## src/rtl/me_pkg.sv

```systemverilog
// me_pkg: shared types and constants for the motion-estimation block scheduler.
// BLK_SIZE is the common block edge shared with the PE row, so both stay in step.
package me_pkg;

  localparam int BLK_SIZE    = 8;
  localparam int MV_W        = 8;
  localparam int BLK_IDX_W   = 8;
  localparam int PIX_CYCLE_W = 12;

  // Stream cycle index stops here rather than wrapping.
  localparam logic [PIX_CYCLE_W-1:0] PIX_CYCLE_MAX = '1;

  // Scheduler FSM states.
  typedef enum logic [2:0] {
    S_IDLE,
    S_LAUNCH,
    S_RUN,
    S_RESULT,
    S_NEXT,
    S_DONE
  } sched_state_e;

endpackage

```

## src/rtl/me_sched_wdog.sv

```systemverilog
// me_sched_wdog: per-search watchdog for me_block_scheduler.
// Only instantiated when ME_SCHED_TIMEOUT_EN is defined.
// clear restarts the count, enable advances it, and expire flags the
// enabled cycle in which the count steps onto TIMEOUT_CYCLES-1.
module me_sched_wdog #(
  parameter int TIMEOUT_CYCLES = 8192
) (
  input  logic clk,
  input  logic reset,
  input  logic clear,
  input  logic enable,
  output logic expire
);

  localparam int CNT_W = $clog2(TIMEOUT_CYCLES + 1);
  localparam logic [CNT_W-1:0] LIMIT = CNT_W'(TIMEOUT_CYCLES - 1);

  logic [CNT_W-1:0] count_q;
  logic [CNT_W-1:0] count_d;
  logic [CNT_W-1:0] count_inc;

  assign count_inc = count_q + CNT_W'(1);
  assign expire    = enable && !clear && (count_inc == LIMIT);

  // Next count: clear wins, otherwise count up while enabled and below the limit.
  always_comb begin
    // NOTE: every signal driven here gets a default first so no path leaves it unassigned (no latch).
    count_d = count_q;
    if (clear) begin
      count_d = '0;
    end else if (enable && (count_q != LIMIT)) begin
      count_d = count_inc;
    end
  end

  // Count register with synchronous reset.
  always_ff @(posedge clk) begin
    // NOTE: state registers use non-blocking assignment so every flop samples pre-edge values.
    if (reset) begin
      count_q <= '0;
    end else begin
      count_q <= count_d;
    end
  end

endmodule

```

## src/rtl/me_block_scheduler.sv

```systemverilog
// me_block_scheduler: frame-level raster sequencer for the ME PE row.
// Walks blocks in raster order, launches one PE-row search per block, drives
// the pixel-stream enable/index during the search and returns the best motion
// vector on a valid/ready result port.
// Optional: define ME_SCHED_TIMEOUT_EN to add a per-search watchdog; without it
// RUN waits indefinitely for row_done and res_timeout is tied low.
module me_block_scheduler
  import me_pkg::*;
#(
  parameter int FRAME_W_BLKS   = 4,
  parameter int FRAME_H_BLKS   = 4,
  parameter int TIMEOUT_CYCLES = 8192
) (
  input  logic                   clk,
  input  logic                   reset,
  input  logic                   frame_start,
  output logic                   frame_busy,
  output logic                   frame_done,
  output logic                   row_start,
  input  logic                   row_done,
  input  logic [MV_W-1:0]        row_m_i,
  input  logic [MV_W-1:0]        row_m_j,
  output logic                   pix_en,
  output logic [PIX_CYCLE_W-1:0] pix_cycle,
  output logic [BLK_IDX_W-1:0]   blk_x,
  output logic [BLK_IDX_W-1:0]   blk_y,
  output logic                   res_valid,
  input  logic                   res_ready,
  output logic [BLK_IDX_W-1:0]   res_blk_x,
  output logic [BLK_IDX_W-1:0]   res_blk_y,
  output logic [MV_W-1:0]        res_mv_i,
  output logic [MV_W-1:0]        res_mv_j,
  output logic                   res_timeout
);

  // Reject frame geometries the 8-bit block indices cannot represent.
  if (FRAME_W_BLKS < 1 || FRAME_W_BLKS > 255 || FRAME_H_BLKS < 1 || FRAME_H_BLKS > 255 ||
      TIMEOUT_CYCLES < 2) begin : g_bad_params
    $error("me_block_scheduler: frame size or timeout out of range");
  end

  localparam logic [BLK_IDX_W-1:0] LAST_X = BLK_IDX_W'(FRAME_W_BLKS - 1);
  localparam logic [BLK_IDX_W-1:0] LAST_Y = BLK_IDX_W'(FRAME_H_BLKS - 1);

  sched_state_e             state_q,     state_d;
  logic [BLK_IDX_W-1:0]     blk_x_q,     blk_x_d;
  logic [BLK_IDX_W-1:0]     blk_y_q,     blk_y_d;
  logic [PIX_CYCLE_W-1:0]   pix_cycle_q, pix_cycle_d;
  logic [BLK_IDX_W-1:0]     res_blk_x_q, res_blk_x_d;
  logic [BLK_IDX_W-1:0]     res_blk_y_q, res_blk_y_d;
  logic [MV_W-1:0]          res_mv_i_q,  res_mv_i_d;
  logic [MV_W-1:0]          res_mv_j_q,  res_mv_j_d;

`ifdef ME_SCHED_TIMEOUT_EN
  logic res_timeout_q, res_timeout_d;
  logic wdog_expire;

  me_sched_wdog #(
    .TIMEOUT_CYCLES(TIMEOUT_CYCLES)
  ) u_wdog (
    .clk    (clk),
    .reset  (reset),
    .clear  (state_q == S_LAUNCH),
    .enable (state_q == S_RUN),
    .expire (wdog_expire)
  );

  assign res_timeout = res_timeout_q;
`else
  assign res_timeout = 1'b0;
`endif

  // Control outputs decode straight from the state, so reset forces them low.
  assign frame_busy = (state_q != S_IDLE);
  assign frame_done = (state_q == S_DONE);
  assign row_start  = (state_q == S_LAUNCH);
  assign pix_en     = (state_q == S_RUN);
  assign res_valid  = (state_q == S_RESULT);

  assign pix_cycle = pix_cycle_q;
  assign blk_x     = blk_x_q;
  assign blk_y     = blk_y_q;
  assign res_blk_x = res_blk_x_q;
  assign res_blk_y = res_blk_y_q;
  assign res_mv_i  = res_mv_i_q;
  assign res_mv_j  = res_mv_j_q;

  // Next-state, block walk, stream index and result capture.
  always_comb begin
    state_d     = state_q;
    blk_x_d     = blk_x_q;
    blk_y_d     = blk_y_q;
    pix_cycle_d = pix_cycle_q;
    res_blk_x_d = res_blk_x_q;
    res_blk_y_d = res_blk_y_q;
    res_mv_i_d  = res_mv_i_q;
    res_mv_j_d  = res_mv_j_q;
`ifdef ME_SCHED_TIMEOUT_EN
    res_timeout_d = res_timeout_q;
`endif

    unique case (state_q)
      S_IDLE: begin
        // frame_start elsewhere is simply not looked at, so it is never queued.
        if (frame_start) begin
          blk_x_d = '0;
          blk_y_d = '0;
          state_d = S_LAUNCH;
        end
      end

      S_LAUNCH: begin
        // row_done here belongs to no search and is ignored.
        pix_cycle_d = '0;
        state_d     = S_RUN;
      end

      S_RUN: begin
        if (pix_cycle_q != PIX_CYCLE_MAX) begin
          pix_cycle_d = pix_cycle_q + PIX_CYCLE_W'(1);
        end
        // A real completion beats a simultaneous watchdog expiry.
        if (row_done) begin
          res_mv_i_d  = row_m_i;
          res_mv_j_d  = row_m_j;
          res_blk_x_d = blk_x_q;
          res_blk_y_d = blk_y_q;
`ifdef ME_SCHED_TIMEOUT_EN
          res_timeout_d = 1'b0;
`endif
          state_d     = S_RESULT;
        end
`ifdef ME_SCHED_TIMEOUT_EN
        else if (wdog_expire) begin
          res_mv_i_d    = '0;
          res_mv_j_d    = '0;
          res_blk_x_d   = blk_x_q;
          res_blk_y_d   = blk_y_q;
          res_timeout_d = 1'b1;
          state_d       = S_RESULT;
        end
`endif
      end

      S_RESULT: begin
        // res_valid is implied by the state, so ready alone is the handshake.
        if (res_ready) begin
          state_d = S_NEXT;
        end
      end

      S_NEXT: begin
        if (blk_x_q < LAST_X) begin
          blk_x_d = blk_x_q + BLK_IDX_W'(1);
          state_d = S_LAUNCH;
        end else begin
          blk_x_d = '0;
          if (blk_y_q < LAST_Y) begin
            blk_y_d = blk_y_q + BLK_IDX_W'(1);
            state_d = S_LAUNCH;
          end else begin
            state_d = S_DONE;
          end
        end
      end

      S_DONE: begin
        state_d = S_IDLE;
      end

      default: begin
        state_d = S_IDLE;
      end
    endcase
  end

  // State and datapath registers; reset returns everything to zero in IDLE.
  always_ff @(posedge clk) begin
    if (reset) begin
      state_q     <= S_IDLE;
      blk_x_q     <= '0;
      blk_y_q     <= '0;
      pix_cycle_q <= '0;
      res_blk_x_q <= '0;
      res_blk_y_q <= '0;
      res_mv_i_q  <= '0;
      res_mv_j_q  <= '0;
`ifdef ME_SCHED_TIMEOUT_EN
      res_timeout_q <= 1'b0;
`endif
    end else begin
      state_q     <= state_d;
      blk_x_q     <= blk_x_d;
      blk_y_q     <= blk_y_d;
      pix_cycle_q <= pix_cycle_d;
      res_blk_x_q <= res_blk_x_d;
      res_blk_y_q <= res_blk_y_d;
      res_mv_i_q  <= res_mv_i_d;
      res_mv_j_q  <= res_mv_j_d;
`ifdef ME_SCHED_TIMEOUT_EN
      res_timeout_q <= res_timeout_d;
`endif
    end
  end

endmodule
```

## config.mk

```make
export PLATFORM = sky130hd
export DESIGN_NAME = me_block_scheduler
export DESIGN_NICKNAME = d
export VERILOG_FILES = /design/src/rtl/me_pkg.sv /design/src/rtl/me_sched_wdog.sv /design/src/rtl/me_block_scheduler.sv
export SDC_FILE = /design/constraint.sdc
export NUM_CORES = 1
export LEC_CHECK = 0
export ABC_AREA = 1
export ABC_CLOCK_PERIOD_IN_PS = 2050
export BUFFER_PORTS_ARGS = -buffer_cell sky130_fd_sc_hd__buf_2
export CAP_MARGIN = 20
export CORE_MARGIN = 2
export CORE_UTILIZATION = 51
export CTS_CLUSTER_SIZE = 40
export DETAILED_ROUTE_END_ITERATION = 10
export PLACE_DENSITY = 0.84
export SLEW_MARGIN = 20
export SYNTH_ARGS = -nofsm -noshare
export SYNTH_HDL_FRONTEND = slang
export SYNTH_SLANG_ARGS = --single-unit
```

## constraint.sdc

```tcl
create_clock -name clk -period 2.05 [get_ports clk]
set_clock_uncertainty 0.15 [all_clocks]
set_input_delay 0.1025 -clock clk [delete_from_list [all_inputs] [get_ports clk]]
set_output_delay 0.1025 -clock clk [all_outputs]
set_load 0.01 [all_outputs]
```

## After elaboration in Yosys (flattened, before gate mapping)

Index checks and enable logic that the tools add are counted.

- Memory bits (writable): 0
- Word-level logic and storage cells: 48
- Memory bits (read-only): 0
- Output and inout port bits: 66
- Bits in registers: 63
- Latch bits: 0
- Memories kept: 0

- Mux-type cells: 14
- Reductions and logical operators: 9
- Shift operators: 0
- Add/sub/neg operators: 3
- $lt $le $gt $ge: 2
- Multiply operators: 0
- Div/mod/pow operators: 0
- Eq/ne operators: 12
- Bitwise operators: 0

Operator list:

| kind | number |
|---|---|
| $mux 8 | 4 |
| $pmux 8 s2 | 2 |
| $pmux 12 s2 | 1 |
| $add 8x1->8 const B | 2 |
| $lt 8x2->1 const B | 2 |
| $mux 3 | 5 |
| $pmux 3 s5 | 1 |
| $add 12x1->12 const B | 1 |
| $mux 12 | 1 |
| $ne 12x12->1 const B | 1 |
| $ne 2x2->1 const B | 4 |
| $eq 3x2->1 const B | 2 |
| $eq 3x3->1 const B | 2 |
| $reduce_and 2->1 | 3 |
| $ne 2x1->1 const B | 2 |
| $reduce_and 4->1 | 1 |
| $reduce_bool 2->1 | 2 |
| $eq 3x1->1 const B | 1 |
| $logic_not 3->1 | 1 |
| $reduce_and 3->1 | 1 |
| $reduce_bool 3->1 | 1 |

## Logic depth before layout (Yosys ltp)

- Word-level depth: 4
- Depth in mapped cells: 10
- Mapped depth without buffers: 10

## Least setup slack after synthesis

Ideal clock, no wire load.

- Path type: register to register
- Start point: reg pix_cycle_q[0], in the netlist pix_cycle[0]
- End point: reg pix_cycle_q[10], in the netlist pix_cycle[10]
- Setup slack: 0.436 ns
- Setup time: 0.115 ns
- Cell stages (with the launch flop): 10
- Arrival time: 1.349 ns
- Path buffers: 1
- Data required time: 1.785 ns
- Cells stage by stage: dfxtp_1 > ha_1 > nand2_1 > nor2_4 > nand3_2 > nand2_4 > nand2_4 > buf_6 > a21oi_1 > nor2_1

- Cells in the longest elaborated chain, start to end: 3

Ends and longest elaborated chain:

| item | RTL line | source |
|---|---|---|
| from (decl) | me_block_scheduler.sv:48 | `logic [PIX_CYCLE_W-1:0] pix_cycle_q, pix_cycle_d;` |
| from (signal assigned) | me_block_scheduler.sv:195 | `pix_cycle_q <= pix_cycle_d;` |
| $add 12x1->12 or $ne 12x12->1 (tied branches) | me_block_scheduler.sv:120, me_block_scheduler.sv:119 |  |
| $mux 12 or $ne 2x1->1 (tied branches) | - |  |
| $pmux 12 s2 or $reduce_and 2->1 (tied branches) | - |  |

Several ways; a longest one is shown, not always the timed one. The select of a mux whose other input is x is not followed.
A chain may end at the register's enable or synchronous reset.

## Worst setup path after layout

- Start point: reg pix_cycle_q[0], in the netlist pix_cycle[0]
- End point: reg pix_cycle_q[8], in the netlist pix_cycle[8]

The elaborated chain is that of the path after synthesis.

==> out/metrics.cfg <==
[final_layout]
num-fill-cells=462
fin_area_um2=3580
antenna_cells=0
syn2layout_area_growth_pct=26.9
multi_input_area_um2=1300
nets=473
drive_above_1_share_pct=32.9
seq_area_um2=1260

[yosys]
synth_top_cell_area_share_pct=44.7
syn_area_um2=2820
ys_ff_latch=63
synth.most_common_cell=nand2_1
yosys.area_share.simple_pct=31.8
syn_avg_cell_area_um2=8.04
synth_mux_area_share_pct=0
seq_area_frac_synth_pct=44.7
synth_top_area_cell=dfxtp_1
synth_edf_count=0
synth_top_family_by_area=simple AND/OR/NAND/NOR gates
yosys-top-cells-count=nand2_1 (66), dfxtp_1 (63), nand3_1 (43), a21oi_1 (37), nor2_1 (33)
synthFlopType=dfxtp_1
syn-num-nets=375
synth_compound_area_share_pct=12.5
ys_types=34
synth_fa_ha_area_share_pct=1.33
synthTopCellsByArea=dfxtp_1 (45%), nand2_1 (8.8%), nand3_1 (7.6%)
async_flop_share_pct=0
synth_warnings=0
syn_inst=351
synthXorXnorAreaFrac_pct=0.310

[critical_path]
rr_worst_depth=9
r2r-start=pix_cycle[0]
cp-start-kind=flip-flop
endpoint_kind=flip-flop
critPathKind=reg -> reg
worst-endpoint-arrival_ns=1.82
crit_end=pix_cycle[8]
critPathTopFamily=simple AND/OR/NAND/NOR gates
r2r_setup_slack_ns=0.34
path_cells=ha_1, nand2_1, nor2_4, nand3_2, nand2_4, nand2_4, inv_2, nand2_1, a21oi_1
crit_required_ns=2.16
cp_slowest_cell=dfxtp_1
cp.depth=9
crit_start=pix_cycle[0]
crit_buf_inv=1
slowest_delay_ns=0.41
r2r-end=pix_cycle[8]
cp_max_fo=15

[cts]
root_buffer=clkbuf_8
htree_levels=3
cts_tree=done
cts_buffers=9
clock_latency_ns=0.34
clkSinkCount=63
cts_buffer_depth=2
path_clk_slew_ns=0.07
post_cts_buffers=0

[drt]
drt_wl_total_um=6800
first_pass_iters=5
vias=2644
drc=0
routedWlPerCell_um=12.9
drtAntennaViolNets=0
viasPerCell=5.04
drt_iter0_drc=194

[grt]
grt_pass1_vias=2423
grt_use_met1_pct=28.5
antenna_found_initial=0
grt_overflow_total=0
grt.met3_usage_pct=5.17
track_usage_pct=23.0
grt.busiest_layer=met2
grt_max_degree=52
grt_util_met2_pct=38.3
grt_pass1_wl_um=11100

[timing]
fin_crit_sh_pct=83.3
drv_slew=0
grt_setup_unrepaired=no
slew_headroom_pct=61.0
fin_setup_tns_ns=0
max_freq_mhz=586
period_minus_slack_ns=1.71
tightest_slew_ns=0.586
hold_ws_ns=0.0160
setup_viol=0
hold_viol_final=0

[placement]
portBuffers=85
place_congestion=0.859
hpwl_um=4360
placed_area_um2=3200

[floorplan]
core_area_um2=5440
fp.dieArea_um2=6150
dieHeight_um=78.4
die_x_um=78.4
start_util_pct=51.9
ios=87
rows=27

[pwr]
power_density_nw_per_um2=845
p_leak_nw=1.54
ir_drop_v=0.000553

[status]
run_status=completed

[hold_path]
min-delay-path-class=in -> reg

[flow_run]
drv_cap=0

[registers in the layout, indices dropped and copies added, names as in the netlist]
signal     count
pix_cycle     12
blk_x          8
blk_y          8
res_blk_x      8
res_blk_y      8
res_mv_i       8
res_mv_j       8
state_q        3
[cells in the final DEF (no fill, tap or decap), types with 2 or more instances in the layout]
| master | instances |
|---|---|
| nand2_1 | 66 |
| nand2_2 | 12 |
| inv_4 | 2 |
| a21oi_1 | 37 |
| nor3_1 | 5 |
| dlygate4sd3_1 | 18 |
| nor2_1 | 33 |
| buf_4 | 3 |
| nand3_1 | 43 |
| clkbuf_8 | 11 |
| ha_1 | 3 |
| inv_2 | 4 |
| o21ai_1 | 2 |
| nand3_4 | 2 |
| a21oi_2 | 11 |
| o21ai_0 | 6 |
| nand3_2 | 5 |
| nor2_4 | 4 |
| dfxtp_1 | 63 |
| inv_1 | 21 |
| buf_2 | 85 |
| nand2_4 | 3 |
[cell type report]
cell class / count / share of cell area, %
timing repair buffer: 106 / 17.5
sequential: 63 / 35.2
inverter: 27 / 2.97
clock buffer: 12 / 4.33
tap: 72 / 2.51
multi-input combinational: 242 / 36.3
clock inverter: 3 / 1.19
[per-stage QoR]
stage          power [mW]  cells  util, %  setup slack (ns)
2_1_floorplan        1.85    351        -             0.436
3_3_place_gp         1.93    492     58.9             0.453
3_5_place_dp         1.94    492     58.9             0.389
4_1_cts              3.04    525     65.9             0.352
5_1_grt              3.15    525     65.9             0.180
6_report             3.03    525     65.9             0.343
[routing by layer]
metal	wire length (um)	part of all wire [%]
met2	3320	49
met4	84	1.2
met3	468	6.9
met1	2920	43
met5	0	0
[power by group]
| group | switching [mW] | total (mW) | internal [mW] |
|---|---|---|---|
| Clock | 0.463 | 1.08 | 0.619 |
| Combinational | 0.408 | 0.616 | 0.208 |
| Sequential | 0.0516 | 1.33 | 1.28 |
| Total | 0.922 | 3.03 | 2.10 |
[repair_timing]
action / CTS / global route
gates resized for setup: 0 / 0
hold buffers: 18 / 0
endpoints found under the setup margin: 0 / 0
endpoints found under the hold margin: 18 / 0
[worst register-to-register path: cells and delay by family (launching register included)]
family	cells	cell delay (ns)
simple gates	6	0.60
buf+inv	1	0.12
compound gates	1	0.14
fa+ha+maj	1	0.22
flops	1	0.41
[cells by family after synthesis]
kind of cell / count (synthesis)
AND/OR/NAND/NOR: 178
flip-flops: 63
AO/OA/AOI/OAI: 59
buffers and inverters: 46
adder cells (fa/ha/maj): 3
XOR/XNOR: 1
other: 1
[how the worst min path moves through the flow]
stage,to,start,cells past startpoint,slack [ns]
CTS,blk_x[2],reset,4,0.01
finish,blk_x[2],reset,4,0.02
global route,blk_x[2],reset,4,0.03
detailed placement,res_mv_i[7],row_m_i[7],3,0.23
floorplan,res_mv_j[0],row_m_j[0],2,0.12
global placement,res_mv_j[0],row_m_j[0],3,0.23
No activity file was read; power rests on OpenSTA's default activity.
